### src/rtl/hazard_stall_ctrl.sv
// Global stall / hold / bubble / flush generator for the in-order pipeline.
// Merges memory-wait freeze, load-use bubble and branch flush; counts stall cycles.
module hazard_stall_ctrl #(
   parameter int CNT_W = 32,
   parameter int REG_W = 5
) (
   input  logic             clk,
   input  logic             rst_n,
   input  logic             imem_read,
   input  logic             imem_resp,
   input  logic             dmem_read,
   input  logic             dmem_write,
   input  logic             dmem_resp,
   input  logic             id_ex_mem_read,
   input  logic [REG_W-1:0] id_ex_rd,
   input  logic [REG_W-1:0] if_id_rs1,
   input  logic [REG_W-1:0] if_id_rs2,
   input  logic             if_id_use_rs1,
   input  logic             if_id_use_rs2,
   input  logic             br_taken,
   output logic             stall,
   output logic             stall_front,
   output logic             bubble_id_ex,
   output logic             flush_if_id,
   output logic [CNT_W-1:0] mem_stall_cnt,
   output logic [CNT_W-1:0] lu_stall_cnt
);

   localparam logic [0:0] ST_RUN     = 1'b0;
   localparam logic [0:0] ST_LU_HOLD = 1'b1;

   logic [0:0]       state_q, state_d;
   logic             i_done_q, i_done_d;
   logic             d_done_q, d_done_d;
   logic [CNT_W-1:0] mem_cnt_q, mem_cnt_d;
   logic [CNT_W-1:0] lu_cnt_q, lu_cnt_d;

   logic i_wait;
   logic d_wait;
   logic mem_stall;
   logic rs1_hit;
   logic rs2_hit;
   logic lu;
   logic br_flush;
   logic lu_bubble;

   // Gating with rst_n keeps every control output low during reset.
   always_comb begin
      i_wait    = imem_read & ~(imem_resp | i_done_q);
      d_wait    = (dmem_read | dmem_write) & ~(dmem_resp | d_done_q);
      mem_stall = rst_n & (i_wait | d_wait);
      rs1_hit   = if_id_use_rs1 & (if_id_rs1 == id_ex_rd);
      rs2_hit   = if_id_use_rs2 & (if_id_rs2 == id_ex_rd);
      lu        = id_ex_mem_read & (id_ex_rd != '0) & (rs1_hit | rs2_hit);
   end

   always_comb begin
      state_d   = state_q;
      br_flush  = 1'b0;
      lu_bubble = 1'b0;
      unique case (state_q)
         ST_RUN: begin
            if (rst_n && !mem_stall) begin
               if (br_taken) begin
                  br_flush = 1'b1;
               end else if (lu) begin
                  lu_bubble = 1'b1;
                  state_d   = ST_LU_HOLD;
               end
            end
         end
         ST_LU_HOLD: begin
            if (!mem_stall) begin
               state_d = ST_RUN;
            end
         end
         default: state_d = ST_RUN;
      endcase
   end

   // A response only becomes sticky while the other side still freezes us.
   always_comb begin
      i_done_d = mem_stall ? (i_done_q | imem_resp) : 1'b0;
      d_done_d = mem_stall ? (d_done_q | dmem_resp) : 1'b0;
   end

   always_comb begin
      mem_cnt_d = mem_cnt_q;
      lu_cnt_d  = lu_cnt_q;
      if (mem_stall && (mem_cnt_q != '1)) begin
         mem_cnt_d = mem_cnt_q + CNT_W'(1);
      end
      if (lu_bubble && (lu_cnt_q != '1)) begin
         lu_cnt_d = lu_cnt_q + CNT_W'(1);
      end
   end

   always_ff @(posedge clk or negedge rst_n) begin
      if (!rst_n) begin
         state_q   <= ST_RUN;
         i_done_q  <= 1'b0;
         d_done_q  <= 1'b0;
         mem_cnt_q <= '0;
         lu_cnt_q  <= '0;
      end else begin
         state_q   <= state_d;
         i_done_q  <= i_done_d;
         d_done_q  <= d_done_d;
         mem_cnt_q <= mem_cnt_d;
         lu_cnt_q  <= lu_cnt_d;
      end
   end

   assign stall         = mem_stall;
   assign stall_front   = mem_stall | lu_bubble;
   assign bubble_id_ex  = br_flush | lu_bubble;
   assign flush_if_id   = br_flush;
   assign mem_stall_cnt = mem_cnt_q;
   assign lu_stall_cnt  = lu_cnt_q;

endmodule

### config.mk
export PLATFORM = sky130hd
export DESIGN_NAME = hazard_stall_ctrl
export DESIGN_NICKNAME = d
export VERILOG_FILES = /design/src/rtl/hazard_stall_ctrl.sv
export SDC_FILE = /design/constraint.sdc
export NUM_CORES = 1
export LEC_CHECK = 0
export CAP_MARGIN = 15
export CORE_MARGIN = 2
export CORE_UTILIZATION = 55
export DETAILED_ROUTE_END_ITERATION = 10
export DONT_BUFFER_PORTS = 1
export HOLD_SLACK_MARGIN = 0.06
export PLACE_DENSITY = 0.75
export SYNTH_ARGS = -nofsm -noshare
export SYNTH_HDL_FRONTEND = slang
export SYNTH_SLANG_ARGS = --single-unit
### constraint.sdc
create_clock -name clk -period 3.7 [get_ports clk]
set_input_delay 0.925 -clock clk [delete_from_list [all_inputs] [get_ports clk]]
set_output_delay 0.925 -clock clk [all_outputs]
set_load 0.01 [all_outputs]
==> results.sh <==
export IMPL_arrival_ns=2.27
export IMPL_die_w_um=81.82
export IMPL_stdcell_area_um2=3561
export IMPL_area_delta_synth_final_pct=6.912
export IMPL_critPathLaunchType="primary input"
export IMPL_status="finished, final reports clean"
export IMPL_timing_critical_path_mode_cell="nand2_1"
export IMPL_clk_latency_ns=0.33
export IMPL_nFillCells=519
export IMPL_vdd_drop_max_uv=282.5
export IMPL_yosys_most_used_dff="dfrtp_1"
export IMPL_start_util_pct=56.59
export IMPL_grt_ovfl_total=0
export IMPL_worst_slew_pin_slew_ns=0.6200
export IMPL_antenna_found_initial=0
export IMPL_synth_xor_area_share_pct=17.88
export IMPL_cts_root_buffer="clkbuf_8"
export IMPL_setup_tns_final_ns=0
export IMPL_synth_seq_cells=67
export IMPL_hpwlAfterDp_um=5114
export IMPL_yosysSeqAreaShare_pct=50.34
export IMPL_ys_async_sr_fraction_pct=100.0
export IMPL_clk_pin_slew_ns=0.07
export IMPL_grt_pass1_wl_um=11290
export IMPL_end_kind="primary output"
export IMPL_synth_area_leaders="dfrtp_1, xor2_1, xnor2_1"
export IMPL_r2r_cells=6
export IMPL_synth_top_area_share_pct=50.34
export IMPL_gp_congestion=0.7543
export IMPL_netlist_top_cells_count="dfrtp_1, xor2_1, nand2_1"
export IMPL_synth_enable_flop_cells=0
export IMPL_dieHeight_um=81.82
export IMPL_synth_area_um2=3331
export IMPL_path_class="primary input to primary output"
export IMPL_layout_drive_gt1_share_pct=6.340
export IMPL_yosys_area_top_type="dfrtp_1"
export IMPL_syn_nets=364
export IMPL_synth_adder_area_share_pct=0.7513
export IMPL_cp_depth=5
export IMPL_dr_pass1_iters=4
export IMPL_clockBufferDepth=2
export IMPL_cpPeakStageDelay_ns=0.35
export IMPL_leakage_nw=1.684
export IMPL_cpMaxStageDelayCell="a221oi_1"
export IMPL_skew_ns=0.009446
export IMPL_max_cap_viol_count=0
export IMPL_worstReg2RegStart="lu_stall_cnt[0]"
export IMPL_grt_max_degree=71
export IMPL_drc_errors=0
export IMPL_crit_path_max_fanout=5
export IMPL_stdcell_count=422
export IMPL_postPlaceCellArea_um2=3388
export IMPL_holdWs_ns=0.2791
export IMPL_max_freq_mhz=313.4
export IMPL_first_iter_violations=105
export IMPL_synth_mux_area_share_pct=0.6762
export IMPL_slew_headroom_pct=58.35
export IMPL_finalCritPeriodShare_pct=86.24
export IMPL_r2r_slack_ns=0.72
export IMPL_synth_top_family_by_area="simple AND/OR/NAND/NOR gates"
export IMPL_ant_nets=0
export IMPL_power_density_nw_per_um2=413.4
export IMPL_via_per_inst=5.761
export IMPL_required_ns=2.77
export IMPL_routedWlPerCell_um=16.82
export IMPL_ctsResizeCount=0
export IMPL_dp_cells=406
export IMPL_cp_buffers_inverters=0
export IMPL_utilization_pct=60.50
export IMPL_cts_htree_levels=3
export IMPL_tritoncts="yes"
export IMPL_nets=370
export IMPL_pin_count=94
export IMPL_yosysWarnings=0
export IMPL_postLayoutSetupSlackWorst_ns=0.5090
export IMPL_cts_setup_buffers=0
export IMPL_cp_startpoint="dmem_write"
export IMPL_die_area_um2=6695
export IMPL_path_cells="or2_2 > a221oi_1 > and4bb_2 > nand2_1 > nand2_1"
export IMPL_routed_wl_um=7100
export IMPL_finalHoldViolCount=0
export IMPL_final_setup_viol_count=0
export IMPL_clkSinkCount=67
export IMPL_io_buffers=0
export IMPL_num_rows=28
export IMPL_syn_avg_cell_area_um2=9.913
export IMPL_core_area_um2=5886
export IMPL_ys_types=36
export IMPL_power_mw=1.472
export IMPL_yosysMostFrequentCell="dfrtp_1"
export IMPL_synthCells=336
export IMPL_cts_buffers=9
export IMPL_synth_simple_area_share_pct=25.77
export IMPL_fin_crit_ns=3.191
export IMPL_maxSlewViolCount=0
export IMPL_crit_family="simple AND/OR/NAND/NOR gates"
export IMPL_track_usage_pct=22.43
export IMPL_min_path_type="primary input to asynchronous set/reset pin"
export IMPL_grt_pass1_vias=2288
export IMPL_synth_compound_area_share_pct=1.916
export IMPL_dp_worst_setup_slack_ns=0.4742
export IMPL_rsz0062_at_grt="false"
export IMPL_antenna_cells=0
export IMPL_vias=2431
export IMPL_holdBufCountCts=0
-- routing by layer --
metal	vias up	global-route usage [%]	routed length (µm)
li1	1175	-	-
met1	1171	29.07	3115
met2	78	33.98	3307
met3	7	9.451	604
met4	0	7.500	72
met5	-	0	0
-- cell usage in the layout (no fill, tap or decap), types with 3 or more instances in the layout --
master	count
and4_1	4
dfrtp_1	67
a31oi_1	4
xor2_1	40
nand4_1	19
clkbuf_8	11
and3_1	4
or4_1	3
nor3_1	20
inv_1	11
xnor2_1	28
clkbuf_1	3
nor2_1	33
nor4_1	11
nand2_1	36
nand3_1	26
-- cells by family (layout without fill, tap and decap cells) --
family | after synthesis | in the layout
simple gates | 169 | 169
compound gates | 10 | 10
flops | 67 | 67
xor+xnor | 68 | 68
fa+ha+maj | 2 | 2
buf+inv | 18 | 29
mux | 2 | 2
-- area by class of cell --
class | count | area (µm²) | share of cell area (%)
well taps | 75 | 93.84 | 2.635
clock buffers | 14 | 162.7 | 4.568
clock inverters | 2 | 10.01 | 0.2811
multi-input cells | 251 | 1565 | 43.96
flip-flops and latches | 67 | 1677 | 47.08
repair buffers | 1 | 7.507 | 0.2108
inverters | 12 | 45.04 | 1.265
-- sequential cells by signal, summed over array words and instances, names as in the netlist --
name and cells:
lu_stall_cnt 32, mem_stall_cnt 32, d_done_q 1, i_done_q 1, state_q 1
-- path summary, 6_finish.rpt --
| path | end |
|---|---|
| worst max register to register | lu_stall_cnt[1] |
| min in group clk | state_q |
| worst min-delay path | mem_stall_cnt[10] |
| worst min register to register | state_q |
| worst max-delay path | stall_front |
| max in group asynchronous | lu_stall_cnt[23] |
-- power by group --
| group | leakage (nW) | internal, mW | switching [mW] |
|---|---|---|---|
| Combinational | 0.703 | 0.0426 | 0.0471 |
| Clock | 0.0905 | 0.279 | 0.264 |
| Sequential | 0.891 | 0.767 | 0.0720 |
-- worst register-to-register path, delay by kind of cell (launching register included) --
family	cells	cell delay, ns
multiplexers	1	0.40
flip-flops	1	0.46
AND/OR/NAND/NOR	4	1.78
adder cells (fa/ha/maj)	1	0.23
Note: power is estimated with default switching activity, not from simulation.
